`config.mk`:
```
export PLATFORM = sky130hd
export DESIGN_NAME = fifo_ctrl
export DESIGN_NICKNAME = d
export VERILOG_FILES = /design/src/rtl/fifo_pkg.sv /design/src/rtl/fifo_ptr.sv /design/src/rtl/fifo_ctrl.sv
export SDC_FILE = /design/constraint.sdc
export NUM_CORES = 1
export LEC_CHECK = 0
export ABC_AREA = 1
export CAP_MARGIN = 20
export CORE_AREA = 2 2 39 41
export CTS_BUF_LIST = sky130_fd_sc_hd__clkbuf_4 sky130_fd_sc_hd__clkbuf_8
export DETAILED_ROUTE_END_ITERATION = 10
export DIE_AREA = 0 0 41 43
export PLACE_DENSITY = 0.83
export RECOVER_POWER = 25
export REMOVE_ABC_BUFFERS = 1
export SYNTH_ARGS = -nofsm -noshare
export SYNTH_HDL_FRONTEND = slang
export SYNTH_SLANG_ARGS = --single-unit
```
`constraint.sdc`:
```
create_clock -name clk -period 1.55 [get_ports clk]
set_clock_uncertainty 0.15 [all_clocks]
set_input_delay 0.31 -clock clk [delete_from_list [all_inputs] [get_ports clk]]
set_output_delay 0.31 -clock clk [all_outputs]
set_load 0.01 [all_outputs]
```
`src/rtl/fifo_pkg.sv`:
```
// Shared types and helpers for the FIFO pointer/flag controller.
// Used by fifo_ptr and fifo_ctrl.
package fifo_pkg;

    typedef enum logic [1:0] {
        OP_NOP = 2'b00,
        OP_RD  = 2'b01,
        OP_WR  = 2'b10,
        OP_RW  = 2'b11
    } fifo_op_t;

    function automatic int fifo_depth(input int addr_width);
        return 1 << addr_width;
    endfunction

endpackage

```
`src/rtl/fifo_ptr.sv`:
```
// Wrapping pointer register: advances by one on inc and wraps by natural
// overflow of its width. Asynchronous active-low reset to zero.
module fifo_ptr #(
    parameter int WIDTH = 2
) (
    input  logic             clk,
    input  logic             rst_n,
    input  logic             inc,
    output logic [WIDTH-1:0] ptr
);

    logic [WIDTH-1:0] ptr_d;
    logic [WIDTH-1:0] ptr_q;

    always_comb begin
        ptr_d = ptr_q;
        if (inc) begin
            ptr_d = ptr_q + WIDTH'(1);
        end
    end

    always_ff @(posedge clk or negedge rst_n) begin
        if (!rst_n) begin
            ptr_q <= '0;
        end else begin
            ptr_q <= ptr_d;
        end
    end

    assign ptr = ptr_q;

endmodule

```
`src/rtl/fifo_ctrl.sv`:
```
// Pointer and flag controller for a first-word-fall-through FIFO in front of
// a register file. Optional sticky error flags: define FIFO_CTRL_ERR_EN.
module fifo_ctrl
    import fifo_pkg::*;
#(
    parameter int addr_width = 2
) (
    input  logic                  clk,
    input  logic                  rst_n,
    input  logic                  wr,
    input  logic                  rd,
    input  logic                  clr_err,
    output logic                  wr_en,
    output logic [addr_width-1:0] push_addr,
    output logic [addr_width-1:0] pop_addr,
    output logic                  full,
    output logic                  empty,
    output logic [addr_width:0]   count,
    output logic                  overflow,
    output logic                  underflow
);

    localparam int                DEPTH     = fifo_depth(addr_width);
    localparam logic [addr_width:0] DEPTH_CNT = DEPTH[addr_width:0];
    localparam logic [addr_width:0] ONE_CNT   = (addr_width + 1)'(1);

    logic            push_ok;
    logic            pop_ok;
    fifo_op_t        op;
    logic [addr_width:0] count_d;
    logic [addr_width:0] count_q;
    logic            full_d;
    logic            full_q;
    logic            empty_d;
    logic            empty_q;

    // Acceptance uses the registered flags, so a push and pop in the same
    // cycle never see each other's effect.
    always_comb begin
        push_ok = wr & ~full_q;
        pop_ok  = rd & ~empty_q;
        op      = fifo_op_t'({push_ok, pop_ok});
        count_d = count_q;
        full_d  = full_q;
        empty_d = empty_q;
        unique case (op)
            OP_WR: begin
                count_d = count_q + ONE_CNT;
                empty_d = 1'b0;
                full_d  = ((count_q + ONE_CNT) == DEPTH_CNT);
            end
            OP_RD: begin
                count_d = count_q - ONE_CNT;
                full_d  = 1'b0;
                empty_d = ((count_q - ONE_CNT) == '0);
            end
            default: begin
            end
        endcase
    end

    always_ff @(posedge clk or negedge rst_n) begin
        if (!rst_n) begin
            count_q <= '0;
            full_q  <= 1'b0;
            empty_q <= 1'b1;
        end else begin
            count_q <= count_d;
            full_q  <= full_d;
            empty_q <= empty_d;
        end
    end

    fifo_ptr #(
        .WIDTH (addr_width)
    ) u_push_ptr (
        .clk   (clk),
        .rst_n (rst_n),
        .inc   (push_ok),
        .ptr   (push_addr)
    );

    fifo_ptr #(
        .WIDTH (addr_width)
    ) u_pop_ptr (
        .clk   (clk),
        .rst_n (rst_n),
        .inc   (pop_ok),
        .ptr   (pop_addr)
    );

    assign wr_en = push_ok;
    assign full  = full_q;
    assign empty = empty_q;
    assign count = count_q;

`ifdef FIFO_CTRL_ERR_EN
    logic overflow_d;
    logic overflow_q;
    logic underflow_d;
    logic underflow_q;

    // A new error in the same cycle as clr_err wins, so it is never lost.
    always_comb begin
        overflow_d  = (wr & full_q)  | (overflow_q  & ~clr_err);
        underflow_d = (rd & empty_q) | (underflow_q & ~clr_err);
    end

    always_ff @(posedge clk or negedge rst_n) begin
        if (!rst_n) begin
            overflow_q  <= 1'b0;
            underflow_q <= 1'b0;
        end else begin
            overflow_q  <= overflow_d;
            underflow_q <= underflow_d;
        end
    end

    assign overflow  = overflow_q;
    assign underflow = underflow_q;
`else
    logic unused_clr_err;
    assign unused_clr_err = clr_err;
    assign overflow       = 1'b0;
    assign underflow      = 1'b0;
`endif

endmodule

```
==> flow_metrics.tcl, run 1 <==
set metrics [dict create \
    run_status "finished clean" \
    cp_slowest_stage_delay_ps 540 \
    yosys_register_bits 9 \
    vias 462 \
    ant_nets 0 \
    post-route-period-util_pct 98.0 \
    yosysSeqAreaShare_pct 41.8 \
    gr-total-overflow 0 \
    die_y_um 43 \
    drv_cap 0 \
    leakagePower_nw 0.419 \
    synth_edf_count 0 \
    portBuffers 13 \
    power.total_mw 1.37 \
    reg2reg_from "count[0]" \
    netlist_area_sq_um 542 \
    die_w_um 41 \
    synth_common_cells "15 x nand2_1, 10 x inv_1, 8 x dfrtp_1" \
    synth.distinct_cells 19 \
    firstDrtPassIters 4 \
    start_util_pct 39.2 \
    drt_iter0_drc 7 \
    drc 0 \
    fmax_mhz 658 \
    syn2layout_area_growth_pct 40.4 \
    critPathLaunchType "flop" \
    crit_type "reg -> out" \
    path_cells "dlygate4sd2_1" \
    crit_buf_inv 1 \
    critPathArrivalTime_ps 1060 \
    ff2ff_setup_slack_ps 80 \
    async_flop_share_pct 100 \
    yosysMostFrequentCell "nand2_1" \
    holdBufCountCts 0 \
    fin_util_pct 55.0 \
    clk_latency_ps 260 \
    hp-class "in -> async" \
    yosys_warnings 0 \
    hpwl_um 784 \
    dieArea_sq_mm 0.00176 \
    grt_first_pass_wirelength_um 1740 \
    hold_violations 0 \
    vdd_drop_max_v 0.000780 \
    clockRootBuffer "clkbuf_4" \
    grt_pass1_vias 432 \
    core_area_sq_mm 0.00138 \
    avgSynthCellArea_sq_um 8.33 \
    gp_congestion 0.696 \
    antenna_cells 0 \
    wl_um 1040 \
    synthCells 65 \
    synth.area.top_cells "dfrtp_1 37%, ha_1 14%, nand2_1 10%" \
    grt_max_degree 10 \
    yosys_most_used_dff "dfrtp_1" \
    avgViaCountPerCell 4.44 \
    final_nets 100 \
    crit_slowest_cell "dfstp_2" \
    layout-drive-gt1-share_pct 28.4 \
    io_pins 17 \
    drt-wirelength-per-cell_um 9.97 \
    end_kind "output port" \
    path_clk_slew_ps 60 \
    path_max_fanout 3 \
    grt_use_total_pct 14.7 \
    period_minus_slack_ps 1520 \
    htreeDepth 1 \
    worstPathRequired_ps 1090 \
    path_delay_family "flip-flops" \
    synth_top_area_cell "dfrtp_1" \
    crit_cells 1 \
    synth_top_area_share_pct 37.0 \
    setup_viol 0 \
    cts_sinks 9 \
    reg2regPathDepth 6 \
    p_per_area_mw_per_mm2 1800 \
    cts_tree "built" \
    cts_made_buffers 3 \
    rows 14 \
    grt_antenna_before_repair 0 \
    clk_path_buf_depth 2 \
    r2r_end "count[2]" \
    slew_violations 0 \
]
==> per-stage QoR <==
stage                     setup WS, ps  instance area, sq um  setup TNS [ps]  cells  hold slack (ps)
after global routing             -18.9                   761           -56.0    104              300
after CTS                         12.5                   741               0    102              212
after floorplan                  -40.8                   519           -57.8     63             -136
final                             31.4                   761               0    104              270
after global placement            -351                   699           -1420     96              308
after detailed placement          -359                   699           -1530     96              319
==> state kept, by name (all words and copies together), names as in the netlist <==
signal,count
full,1
count,3
u_push_ptr.ptr,2
empty,1
u_pop_ptr.ptr,2
==> area by class of cell <==
cell class | count | area (sq um)
fill | 133 | 623
multi-input combinational | 40 | 258
sequential | 9 | 226
timing repair buffer | 21 | 174
inverter | 14 | 52.6
clock buffer | 4 | 30.0
tap | 16 | 20.0
==> logic make-up after synthesis <==
kind of cell / Yosys count / synth area share, %
buffers and inverters: 17 / 14.5
adders and majority gates: 6 / 13.9
xor gates and xnor gates: 2 / 3.23
and+or+nand+nor: 24 / 19.6
DFF: 9 / 41.8
AOI/OAI and AO/OA: 6 / 6.24
other: 1 / 0.692
==> worst register-to-register path: stages (launching register included) <==
cell and delay (ps):
dfrtp_1 370, buf_4 150, ha_1 190, ha_1 290, a21oi_2 140, nand2_1 60
nand2_1 50
==> worst max path at each step <==
stage,start,end,slack (ps)
2_1_floorplan,empty,full,-40
3_3_place_gp,wr,wr_en,-350
3_5_place_dp,wr,wr_en,-360
4_1_cts,wr,count[2],10
5_1_grt,wr,full,-20
6_report,empty,empty,30
==> routing by layer <==
metal / vias to the layer above / share of wire, % / GRT usage, %
met3: 4 / 3.5 / 3.14
met4: 0 / 1.6 / 8.00
li1: 238 / - / -
met2: 8 / 52 / 22.8
met1: 212 / 42 / 17.8
met5: - / 0 / 0
==> power breakdown <==
group | leakage (nW) | internal [mW] | total, mW | switching (mW)
Clock | 0.0184 | 0.117 | 0.203 | 0.0857
Combinational | 0.293 | 0.357 | 0.752 | 0.395
Sequential | 0.108 | 0.346 | 0.411 | 0.0652
Total | 0.419 | 0.820 | 1.37 | 0.546
==> placed cells by master (no fill, tap or decap) <==
cell type | Yosys | routed
ha_4 | 0 | 1
clkdlybuf4s50_1 | 0 | 2
xor2_1 | 2 | 2
nor2_2 | 1 | 1
ha_1 | 6 | 4
inv_2 | 4 | 5
nand2_2 | 1 | 2
dfstp_2 | 1 | 1
nand2_1 | 15 | 14
nand3_1 | 1 | 1
dfrtp_1 | 8 | 8
dlygate4sd2_1 | 0 | 9
o21ai_0 | 1 | 1
clkbuf_4 | 0 | 4
nand4_1 | 1 | 1
ha_2 | 0 | 1
inv_1 | 10 | 9
conb_1 | 1 | 2
o21ai_1 | 4 | 4
a21oi_2 | 1 | 1
dlygate4sd3_1 | 0 | 1
nand3b_1 | 2 | 2
buf_4 | 2 | 8
buf_2 | 0 | 1
nor2_1 | 3 | 3
==> what timing repair did <==
action | 4_1_cts | 5_1_grt
setup endpoints to repair | 15 | 6
gates resized for setup | 15 | 3
pin swaps | 1 | 2
buffers inserted | 2 | 2
No activity file was read; power rests on OpenSTA's default activity.
==> run 2: changes to the inputs <==
--- a/config.mk
+++ b/config.mk
@@ -7,11 +7,13 @@
 export LEC_CHECK = 0
 export ABC_AREA = 1
 export CAP_MARGIN = 20
-export CORE_AREA = 2 2 39 41
+export CELL_PAD_IN_SITES_DETAIL_PLACEMENT = 1
+export CELL_PAD_IN_SITES_GLOBAL_PLACEMENT = 1
+export CORE_MARGIN = 2
+export CORE_UTILIZATION = 30
 export CTS_BUF_LIST = sky130_fd_sc_hd__clkbuf_4 sky130_fd_sc_hd__clkbuf_8
 export DETAILED_ROUTE_END_ITERATION = 10
-export DIE_AREA = 0 0 41 43
-export PLACE_DENSITY = 0.83
+export PLACE_DENSITY = 0.84
 export RECOVER_POWER = 25
 export REMOVE_ABC_BUFFERS = 1
 export SYNTH_ARGS = -nofsm -noshare
==> flow_metrics.tcl, run 2 (synthesis results as in run 1) <==
set metrics [dict create \
    run_status "finished clean" \
    netSwitchingPower_mw 0.565 \
    final_cell_mix "14 x nand2_1, 9 x inv_1, 8 x dfrtp_1, 8 x dlygate4sd2_1, 8 x buf_4" \
    finalSetupTns_ps 0 \
    reg2regPathDepth 7 \
    core_area_sq_mm 0.00171 \
    firstDrtPassIters 2 \
    rows 15 \
    grt_max_degree 10 \
    p_int_mw 0.825 \
    fin_util_pct 45.5 \
    drv_cap 0 \
    switching_share_pct 40.6 \
    cts_sinks 9 \
    slew_violations 0 \
    fin_area_sq_um 777 \
    fmax_mhz 677 \
    p_per_area_mw_per_mm2 1790 \
    power.total_mw 1.39 \
    multi_input_area_sq_um 258 \
    gr-total-overflow 0 \
    end_kind "flop" \
    leakagePower_nw 0.428 \
    worstPathRequired_ps 1550 \
    cp-startpoint "empty" \
    vdd_drop_max_v 0.000937 \
    pwr-share-seq_pct 30.2 \
    dieArea_sq_mm 0.00216 \
    ff2ff_setup_slack_ps 70 \
    avgViaCountPerCell 4.27 \
    drt-wirelength-per-cell_um 10.5 \
    largest_reg_flops 3 \
    layout_commonest_cell "nand2_1" \
    layout-drive-gt1-share_pct 29.5 \
    combPwrFrac_pct 54.9 \
    path_max_fanout 8 \
    reg2reg_from "empty" \
    htreeDepth 1 \
    vias 483 \
    io_pins 17 \
    rsz0062_at_grt "no" \
    clockRootBuffer "clkbuf_4" \
    hold_violations 0 \
    drc 0 \
    final_cells 113 \
    fillers 207 \
    grt_use_total_pct 13.7 \
    crit_type "reg -> reg" \
    critPathArrivalTime_ps 1480 \
    period_minus_slack_ps 1480 \
    syn2layout_area_growth_pct 43.4 \
    post-route-period-util_pct 95.3 \
    ant_nets 0 \
    clk_path_buf_depth 2 \
    antenna_cells 0 \
    gp_congestion 0.721 \
    path_clk_slew_ps 70 \
    hpwl_um 924 \
    cts_made_buffers 3 \
    post_dp_cell_area_sq_um 718 \
    grt_first_pass_wirelength_um 2010 \
    endpoint "full" \
    p_clk_share_pct 14.9 \
    die_w_um 46.5 \
    wl_um 1190 \
    final_nets 100 \
    grt_pass1_vias 495 \
    drt_iter0_drc 2 \
    hp-class "in -> async" \
    cts_tree "built" \
    portBuffers 13 \
    clk_latency_ps 260 \
    critPathLaunchType "flop" \
    r2r_end "full" \
    die_y_um 46.5 \
    setup_viol 0 \
    start_util_pct 31.7 \
    grt_antenna_before_repair 0 \
    seqCellArea_sq_um 226 \
    placed_cells_incl_taps 106 \
]
-- run 2: metal layers --
metal / track usage [%] / up-vias / wire length [um]
met3: 3.53 / 2 / 38
met4: 8.57 / 0 / 5
met1: 15.0 / 232 / 482
met5: 0 / - / 0
li1: - / 239 / -
met2: 23.3 / 10 / 658
-- run 2: area by class of cell --
| type | instances | share of cell area, % |
|---|---|---|
| clock buffers | 4 | 3.86 |
| flip-flops and latches | 9 | 29.1 |
| well taps | 25 | 4.03 |
| multi-input cells | 40 | 33.2 |
| inverters | 14 | 6.76 |
| repair buffers | 21 | 23.0 |
-- run 2: power groups by stage --
stage	registers (mW)	clock network, mW	logic, mW
6_report	0.420	0.208	0.763
5_1_grt	0.438	0.228	0.866
3_5_place_dp	0.442	0	0.765
2_1_floorplan	0.483	0	0.360
3_3_place_gp	0.441	0	0.730
4_1_cts	0.422	0.220	0.764
-- run 2: how the worst min path moves through the flow --
stage                                   end  slack, ps  cells after the start
after CTS                 u_push_ptr.ptr[0]        200                      1
final                     u_push_ptr.ptr[1]        260                      1
after global routing               count[0]        310                      1
after detailed placement  u_push_ptr.ptr[1]        360                      2
after floorplan                    count[0]       -140                      0
after global placement    u_push_ptr.ptr[1]        350                      2
-- run 2: what timing repair did --
action	CTS	global route
setup endpoints to repair	15	6
hold buffers	0	0
setup buffers	3	0
resized for setup	18	5
pin swaps	2	2
-- run 2: through the flow --
step                      hold WS [ps]  worst slack, ps
after floorplan                   -136            -40.8
after global placement             348             -356
after detailed placement           356             -366
after CTS                          199             3.80
after global routing               305             3.97
final                              263             72.4
-- run 2: critical path: stages (launching register included) --
cell and delay [ps]:
dfstp_2 530, inv_1 40, nand2_2 70, inv_2 60
ha_4 320, inv_2 50, nand3b_1 70, o21ai_1 70
==> run 3: changes to the inputs <==
--- a/config.mk
+++ b/config.mk
@@ -9,7 +9,6 @@
 export CAP_MARGIN = 20
 export CELL_PAD_IN_SITES_DETAIL_PLACEMENT = 1
 export CELL_PAD_IN_SITES_GLOBAL_PLACEMENT = 1
-export CORE_MARGIN = 2
 export CORE_UTILIZATION = 30
 export CTS_BUF_LIST = sky130_fd_sc_hd__clkbuf_4 sky130_fd_sc_hd__clkbuf_8
 export DETAILED_ROUTE_END_ITERATION = 10
==> flow_metrics.tcl, run 3 (synthesis results as in run 1) <==
set metrics [dict create \
    final_nets 103 \
    dieArea_sq_mm 0.00198 \
    drc 0 \
    slew_violations 0 \
    leakagePower_nw 0.445 \
    grt_max_degree 10 \
    grt_first_pass_wirelength_um 2190 \
    path_max_fanout 2 \
    core_area_sq_mm 0.00159 \
    final_cells 115 \
    antenna_cells 0 \
    p_per_area_mw_per_mm2 1790 \
    setup_viol 0 \
    end_kind "output port" \
    portBuffers 13 \
    largest_reg_flops 3 \
    gp_congestion 0.668 \
    final_cell_mix "14 x nand2_1, 10 x buf_4, 8 x dfrtp_1, 8 x dlygate4sd2_1, 7 x inv_1" \
    gr-total-overflow 0 \
    run_status "finished clean" \
    htreeDepth 1 \
    drt_iter0_drc 5 \
    start_util_pct 34.0 \
    placed_cells_incl_taps 107 \
    cts_sinks 9 \
    fmax_mhz 669 \
    hpwl_um 958 \
    layout_commonest_cell "nand2_1" \
    firstDrtPassIters 2 \
    rows 14 \
    avgViaCountPerCell 4.37 \
    drt-wirelength-per-cell_um 11.9 \
    whs_ps 261 \
    worstPathRequired_ps 1090 \
    path_clk_slew_ps 70 \
    critPathLaunchType "flop" \
    die_w_um 44.5 \
    clk_path_buf_depth 2 \
    period_minus_slack_ps 1490 \
    power.total_mw 1.46 \
    wl_um 1370 \
    grt_pass1_vias 497 \
    layout-drive-gt1-share_pct 35.2 \
    hold_violations 0 \
    critPathArrivalTime_ps 1030 \
    hp-class "in -> async" \
    grt_use_total_pct 15.9 \
    holdBufCountCts 0 \
    fin_util_pct 50.9 \
    syn2layout_area_growth_pct 49.9 \
    clk_latency_ps 270 \
    cts_tree "built" \
    io_pins 17 \
    cts_made_buffers 3 \
    post-route-period-util_pct 96.4 \
    drv_cap 0 \
    die_y_um 44.5 \
    vdd_drop_max_v 0.000834 \
    clockRootBuffer "clkbuf_4" \
    ant_nets 0 \
    grt_antenna_before_repair 0 \
    crit_type "reg -> out" \
    vias 502 \
]
==> run 3: cell types whose count changed in the layout (fill, tap and decap cells not counted), sizes merged <==
cell,before,now
buf,10,13
==> run 3: path summary, 6_finish.rpt <==
check | startpoint | endpoint | slack (ps) | cells past startpoint
worst max-delay path | empty | empty | 60 | 2
worst min-delay path | rst_n | u_pop_ptr.ptr[1] | 260 | 1
worst max register to register | empty | full | 60 | 7
worst min register to register | u_pop_ptr.ptr[1] | u_pop_ptr.ptr[1] | 390 | 2
max in group asynchronous | rst_n | empty | 660 | 1
min in group clk | u_pop_ptr.ptr[1] | u_pop_ptr.ptr[1] | 390 | 2
==> run 3: cell type report <==
cell class / instances / area (sq um)
Fill cell: 203 / 782
Sequential cell: 9 / 226
Clock buffer: 4 / 30.0
Timing Repair Buffer: 24 / 199
Multi-Input combinational cell: 40 / 272
Inverter: 14 / 55.1
Tap cell: 24 / 30.0
==> run 3: what timing repair did <==
action / in CTS / in global routing
setup endpoints to repair: 15 / 5
pin swaps: 1 / 3
hold endpoints to repair: 0 / 0
gates cloned: 0 / 0
resized for setup: 21 / 7
setup buffers: 2 / 2
==> run 3: through the flow <==
| step | TNS (ps) | area, sq um | setup slack, ps |
|---|---|---|---|
| CTS | 0 | 774 | 11.6 |
| global placement | -1630 | 732 | -355 |
| detailed placement | -1700 | 732 | -361 |
| floorplan | -57.8 | 519 | -40.8 |
| global route | -6.29 | 812 | -6.29 |
| finish | 0 | 812 | 56.3 |
==> run 3: worst max-delay path: stages (launching register included) <==
cell	delay, ps
dfstp_2	540
buf_4	100
buf_2	120
==> run 3: power by group <==
group	total [mW]	switching, mW	internal (mW)
logic	0.825	0.435	0.389
registers	0.422	0.0755	0.346
clock network	0.211	0.0940	0.117
==> run 3: layer usage <==
layer / up-vias / GRT usage (%) / share of wire (%)
met5: - / 0 / 0
met4: 0 / 7.27 / 1.0
met3: 2 / 3.67 / 4.6
met2: 14 / 28.5 / 55
met1: 245 / 17.6 / 39
li1: 241 / - / -
